<file path="config.mk">
export PLATFORM = sky130hd
export DESIGN_NAME = qos_vc_arbiter
export DESIGN_NICKNAME = d
export VERILOG_FILES = /design/src/rtl/qos_pkg.sv /design/src/rtl/wrr_arbiter.sv /design/src/rtl/qos_vc_arbiter.sv
export SDC_FILE = /design/constraint.sdc
export NUM_CORES = 1
export LEC_CHECK = 0
export CAP_MARGIN = 40
export CORE_UTILIZATION = 43
export CTS_BUF_LIST = sky130_fd_sc_hd__clkbuf_4
export DETAILED_ROUTE_END_ITERATION = 12
export HOLD_SLACK_MARGIN = 0.05
export PLACE_DENSITY = 0.78
export SLEW_MARGIN = 20
export SYNTH_ARGS = -nofsm -noshare
export SYNTH_HDL_FRONTEND = slang
export SYNTH_HIERARCHICAL = 1
export SYNTH_SLANG_ARGS = --single-unit
export TNS_END_PERCENT = 20
</file>
<file path="constraint.sdc">
create_clock -name clk -period 2.6 [get_ports clk]
set_input_delay 0.52 -clock clk [delete_from_list [all_inputs] [get_ports clk]]
set_output_delay 0.52 -clock clk [all_outputs]
set_load 0.03 [all_outputs]
</file>
<file path="src/rtl/qos_pkg.sv">
// Shared constants and helpers for the QoS virtual-channel arbiter.
// Mode encodings, default parameter values, cyclic next-set-bit search.
// Pure package: no timing or backpressure of its own.
package qos_pkg;

  localparam logic MODE_WRR    = 1'b0;
  localparam logic MODE_STRICT = 1'b1;

  localparam int DEF_BW       = 6;
  localparam int DEF_NUM_VC   = 2;
  localparam int DEF_NUM_DEST = 2;
  localparam int DEF_DEST_LSB = 4;
  localparam int DEF_WW       = 4;
  localparam int MAX_VC       = 8;

  // First set bit after 'from' in cyclic order over n entries, reaching
  // 'from' itself last. Returns {found, index}.
  function automatic logic [3:0] next_set(input logic [7:0] req,
                                          input logic [2:0] from,
                                          input int n);
    logic [3:0] res;
    res = '0;
    for (int i = MAX_VC; i >= 1; i--) begin
      if (i <= n) begin
        if (req[(int'(from) + i) % n]) res = {1'b1, 3'((int'(from) + i) % n)};
      end
    end
    return res;
  endfunction

endpackage

</file>
<file path="src/rtl/wrr_arbiter.sv">
// VC arbiter: strict priority (VC0 highest) or weighted round robin.
// Grant is combinational from req and registered cur/cred; zero latency.
// State advances only when the caller issues the pop (advance=1).
module wrr_arbiter
  import qos_pkg::*;
#(
  parameter int NUM_VC = DEF_NUM_VC,
  parameter int WW     = DEF_WW,
  parameter int VW     = $clog2(NUM_VC)
) (
  input  logic                 clk,
  input  logic                 reset,
  input  logic [NUM_VC-1:0]    req,
  input  logic [NUM_VC*WW-1:0] weight,
  input  logic                 mode,
  input  logic                 advance,
  output logic [NUM_VC-1:0]    grant,
  output logic [VW-1:0]        grant_idx
);

  logic [2:0]      cur;
  logic [WW-1:0]   cred;
  logic [7:0]      req8;
  logic [8*WW-1:0] w8;
  logic [3:0]      strict_sel, skip_sel, next_sel;
  logic [2:0]      wrr_idx, sel, cur_n;
  logic [WW-1:0]   w_sel, w_next, eff, rem, cred_n;
  logic            any_req;

  // Pad request and weight vectors to the search helper's fixed width
  always_comb begin
    req8 = '0;
    req8[NUM_VC-1:0] = req;
    w8 = '0;
    w8[NUM_VC*WW-1:0] = weight;
  end

  // Select the winner for each mode and precompute the WRR pointer/credit update
  always_comb begin
    strict_sel = next_set(req8, 3'(NUM_VC - 1), NUM_VC);
    skip_sel   = next_set(req8, cur, NUM_VC);
    // cur keeps the grant while it has requests; otherwise hop to the next requester
    wrr_idx    = req8[cur] ? cur : skip_sel[2:0];
    w_sel      = w8[int'(wrr_idx)*WW +: WW];
    if (w_sel == '0) w_sel = WW'(1);
    // cred == 0 only right after reset: the first grant reloads from the weight
    eff        = (req8[cur] && cred != '0) ? cred : w_sel;
    rem        = eff - WW'(1);
    next_sel   = next_set(req8, wrr_idx, NUM_VC);
    w_next     = w8[int'(next_sel[2:0])*WW +: WW];
    if (w_next == '0) w_next = WW'(1);
    cur_n  = wrr_idx;
    cred_n = rem;
    if (rem == '0 && next_sel[3]) begin
      cur_n  = next_sel[2:0];
      cred_n = w_next;
    end
    if (mode == MODE_STRICT) begin
      sel     = strict_sel[2:0];
      any_req = strict_sel[3];
    end else begin
      sel     = wrr_idx;
      any_req = skip_sel[3];
    end
    for (int k = 0; k < NUM_VC; k++) grant[k] = any_req && (int'(sel) == k);
    grant_idx = VW'(sel);
  end

  // WRR state moves only on an issued WRR grant; strict mode leaves it frozen
  always_ff @(posedge clk or posedge reset) begin
    if (reset) begin
      cur  <= '0;
      cred <= '0;
    end else if (advance && mode == MODE_WRR && skip_sel[3]) begin
      cur  <= cur_n;
      cred <= cred_n;
    end
  end

endmodule

</file>
<file path="src/rtl/qos_vc_arbiter.sv">
// Pops VC FIFOs by strict/WRR arbitration and routes each word to its destination FIFO.
// Pop-to-push latency 2 cycles; one word per cycle sustained.
// Pops stall while any destination is almost full; up to 2 words stay in flight.
module qos_vc_arbiter
  import qos_pkg::*;
#(
  parameter int BW       = DEF_BW,
  parameter int NUM_VC   = DEF_NUM_VC,
  parameter int NUM_DEST = DEF_NUM_DEST,
  parameter int DEST_LSB = DEF_DEST_LSB,
  parameter int WW       = DEF_WW
) (
  input  logic                         clk,
  input  logic                         reset,
  input  logic                         mode,
  input  logic [NUM_VC*WW-1:0]         vc_weight,
  input  logic [NUM_VC-1:0]            vc_empty,
  input  logic [NUM_VC*BW-1:0]         vc_data_out,
  output logic [NUM_VC-1:0]            vc_rd,
  input  logic [NUM_DEST-1:0]          dest_almost_full,
  input  logic [NUM_DEST-1:0]          dest_full,
  output logic [NUM_DEST-1:0]          dest_wr,
  output logic [BW-1:0]                dest_data_in,
  output logic [$clog2(NUM_VC)-1:0]    grant_vc,
  output logic                         drop_err
);

  localparam int DW = $clog2(NUM_DEST);
  localparam int VW = $clog2(NUM_VC);

  logic              issue;
  logic [NUM_VC-1:0] arb_grant;
  logic [VW-1:0]     arb_idx, last_grant, p1_idx;
  logic              p1_vld, cap_vld, wr_ok;
  logic [BW-1:0]     cap_dat;
  logic [DW-1:0]     dsel;

  wrr_arbiter #(.NUM_VC(NUM_VC), .WW(WW), .VW(VW)) u_arb (
    .clk       (clk),
    .reset     (reset),
    .req       (~vc_empty),
    .weight    (vc_weight),
    .mode      (mode),
    .advance   (issue),
    .grant     (arb_grant),
    .grant_idx (arb_idx)
  );

  // Pop only with room in every destination: the target is unknown until the word is read
  always_comb begin
    issue    = (|(~vc_empty)) && !(|dest_almost_full) && !reset;
    vc_rd    = issue ? arb_grant : '0;
    grant_vc = issue ? arb_idx : last_grant;
  end

  // Track the pop, capture read data the following cycle, and latch any drop
  always_ff @(posedge clk or posedge reset) begin
    if (reset) begin
      p1_vld     <= 1'b0;
      p1_idx     <= '0;
      last_grant <= '0;
      cap_vld    <= 1'b0;
      cap_dat    <= '0;
      drop_err   <= 1'b0;
    end else begin
      p1_vld  <= issue;
      cap_vld <= p1_vld;
      if (issue) begin
        p1_idx     <= arb_idx;
        last_grant <= arb_idx;
      end
      if (p1_vld) cap_dat <= vc_data_out[int'(p1_idx)*BW +: BW];
      if (cap_vld && !wr_ok) drop_err <= 1'b1;
    end
  end

  // Decode the captured word's destination; out-of-range or full targets are dropped
  always_comb begin
    dsel  = cap_dat[DEST_LSB +: DW];
    wr_ok = 1'b0;
    for (int k = 0; k < NUM_DEST; k++) begin
      if (int'(dsel) == k) wr_ok = cap_vld && !dest_full[k];
    end
    for (int k = 0; k < NUM_DEST; k++) dest_wr[k] = wr_ok && (int'(dsel) == k);
    dest_data_in = cap_dat;
  end

endmodule
</file>
==> results of run 1 <==
path summary, 6_finish.rpt:
check	start	end	slack [ps]	cells after the start
min in group asynchronous	reset	u_arb/cur[1]	650	3
max in group asynchronous	reset	p1_idx	1590	3
worst max register to register	u_arb/cred[0]	u_arb/cred[3]	90	9
worst min register to register	drop_err	drop_err	470	1
worst min-delay path	drop_err	drop_err	470	1
worst max-delay path	vc_empty[0]	grant_vc	50	7
power by group through the flow:
stage                     Sequential [mW]  Combinational [mW]  Clock (mW)
after floorplan                     0.429               0.343           0
after global placement              0.392               0.602           0
after detailed placement            0.396               0.613           0
after CTS                           0.390               0.618       0.146
after global routing                0.397               0.690       0.160
final                               0.392               0.641       0.141
what timing repair did:
action	4_1_cts	5_1_grt
pin swaps	0	6
resized for setup	8	6
gates cloned	0	0
endpoints found under the setup margin	8	4
hold buffers	0	0
synthesized netlist by cell type, types with 2 or more instances:
| library cell | instances |
|---|---|
| dfrtp_1 | 18 |
| nor2_1 | 15 |
| a21oi_1 | 13 |
| inv_1 | 10 |
| nor3_1 | 8 |
| a31oi_1 | 7 |
| mux2i_1 | 6 |
| nand2_1 | 6 |
| mux2_2 | 5 |
| and2_2 | 3 |
| o31a_1 | 3 |
| a41o_1 | 2 |
| and3_1 | 2 |
| buf_2 | 2 |
| clkbuf_1 | 2 |
| nand3_1 | 2 |
| nand4_1 | 2 |
| nor3b_1 | 2 |
| nor4b_2 | 2 |
flip-flops by register name, indices dropped and copies added, names as in the netlist:
register / count
p1_idx: 1
cap_vld: 1
u_arb/cred: 4
dest_data_in: 6
last_grant: 1
u_arb/cur: 3
p1_vld: 1
drop_err: 1
layout make-up:
cell class | count | area [sq um]
Clock inverter | 1 | 3.75
Multi-Input combinational cell | 100 | 779
Clock buffer | 3 | 22.5
Tap cell | 31 | 38.8
Timing Repair Buffer | 70 | 617
Fill cell | 210 | 797
Inverter | 11 | 48.8
Sequential cell | 18 | 450
cell families after synthesis:
family / count (synthesis) / share of synthesized area
simple gates: 51 / 0.237
compound gates: 36 / 0.218
flops: 18 / 0.357
buf+inv: 17 / 0.0626
mux: 11 / 0.0924
xor+xnor: 1 / 0.0218
fa+ha+maj: 1 / 0.00993
critical path, delay by kind of cell:
kind            cells  cell delay [ps]
simple gates        2              640
buf+inv             3              510
mux                 1              280
compound gates      1               80
metal layers:
metal / up-vias / wire (microns) / track usage
li1: 631 / - / -
met1: 635 / 1570 / 0.321
met2: 26 / 1690 / 0.369
met3: 4 / 134 / 0.0512
met4: 0 / 31 / 0.0383
met5: - / 0 / 0
stage by stage:
step           power, mW  TNS [ps]  utilization  instances
2_1_floorplan      0.772         0            -        135
3_3_place_gp       0.994     -2800        0.690        230
3_5_place_dp        1.01     -3220        0.690        230
4_1_cts             1.15         0        0.698        234
5_1_grt             1.25     -4.80        0.711        234
6_report            1.17         0        0.711        234
==> metrics, run 1 <==
Hold Slack 469 ps; CP Class input port to output port; initial core utilization 0.457; post-DP HPWL about 2800 microns; share of layout cells above drive strength 1 0.300; total net switching power ~450 uW; most common cell after layout, fill and taps aside clkdlybuf4s50_1; die area between 0.003 and 0.004 sq mm; EDFF count, synth 0; minimum clock period after layout 2550 ps; Die Y between 50 and 60 microns; status finished, final reports clean; crit path DAT between 2000 and 2500 ps; Startpoint Class input port; Yosys Warn Count 6; first-pass GRT wire length between 5000 and 6000 microns; Setup WS pre-CTS -582 ps; WL per Instance 14.6 microns; Slew Viols, Final 0; pin count of the biggest net entering global routing 14; gr ovfl total 0; Mapped Cells ~140; DR DRC count 0; critical path, cell by cell dlygate4sd2_1 -> inv_4 -> or4b_4 -> nand3_1 -> a21oi_1 -> mux2_2 -> buf_2; Net Sw Frac 0.385; vias in the first global route 1267; GRT Total Usage 0.229; Post-DP Area about 0.0019 sq mm; Slowest-stage cell, CP or4b_4; register area share after synthesis 0.357; Placer Congestion between 0.9 and 1; slowest stage delay, CP about 500 ps; ys flop type dfrtp_1; Hold/Removal Path Class flip-flop to flip-flop; final worst path period share 0.980; Root Buffer clkbuf_4; post-synth top area cell dfrtp_1; Gate power share 0.546; Achievable Freq 392 MHz; maximum vdd ir drop approximately 0.00046 V; # IOs 41; Placeable Area roughly 0.0028 sq mm; Yosys top cell area share 0.357; via count between 1000 and 1500; Post-Synthesis Net Count 165; ANT nets after route 0; CP required ~2100 ps; clock latency at the later pin of the worst-skew pair 300 ps; Async S/R FF share, synth 1.00; detail-routed via count per cell approximately 5.5; library cells used by synthesis 44; Total Nets Final 234; CP Capture Type output port; Cell Pwr Density 599 mW/mm^2; Critical Path Fanout Max 4; post-synthesis register bit count 18; Avg Inst Size Synth between 9 and 10 sq um; CTS Buffer Depth 2; antenna violations before repair 0; worst-case clock skew 8.55 ps; final hold violation count 0; most frequent cells in the layout clkdlybuf4s50_1 (35), buf_4 (32), dfrtp_1 (18), nor2_1 (15), a21oi_1 (13); Tightest Pin Transition around 440 ps; synth-to-layout area growth 55.6%; post-synthesis cell area around 0.0013 sq mm; fin area 0.00196 sq mm; clock sink count 18; die span in x 56.1 microns; PortBufs 40; Core Rows 19; top post-synthesis cells by area dfrtp_1 (36%), a21oi_1 (5.2%), mux2i_1 (4.8%); Setup-failing EPs final 0; Num CTS Buffers 3; # Post-CTS Setup Buffers 0; ANT cells 0; Slew headroom 0.703; power share of the clock group 0.120; clock-pin slew on the worst setup and hold paths 100 ps; RSZ-0062 raised after global routing true; sequential share of power 0.334; H-tree depth 1; DR pass1 iterations 4; setup ws final roughly 52 ps; WL final around 3400 microns; total of max-cap violations 0; DRT iter0 DRCs 67; LEAKAGE approximately 0.87 nW; CTS tree done; Int Power just over 700 uW
Note: power is estimated with default switching activity, not from simulation.
==> run 2: changes to the inputs <==
Settings changed: SKIP_LAST_GASP set to 1, SLEW_MARGIN 20 to 30.
==> results of run 2 <==
No change in the layout: final DEF, timing and power equal those of run 1.
==> run 3: changes to the inputs <==
Settings changed: CAP_MARGIN 40 to unset.
==> results of run 3 <==
No change in the layout: final DEF, timing and power equal those of run 1.
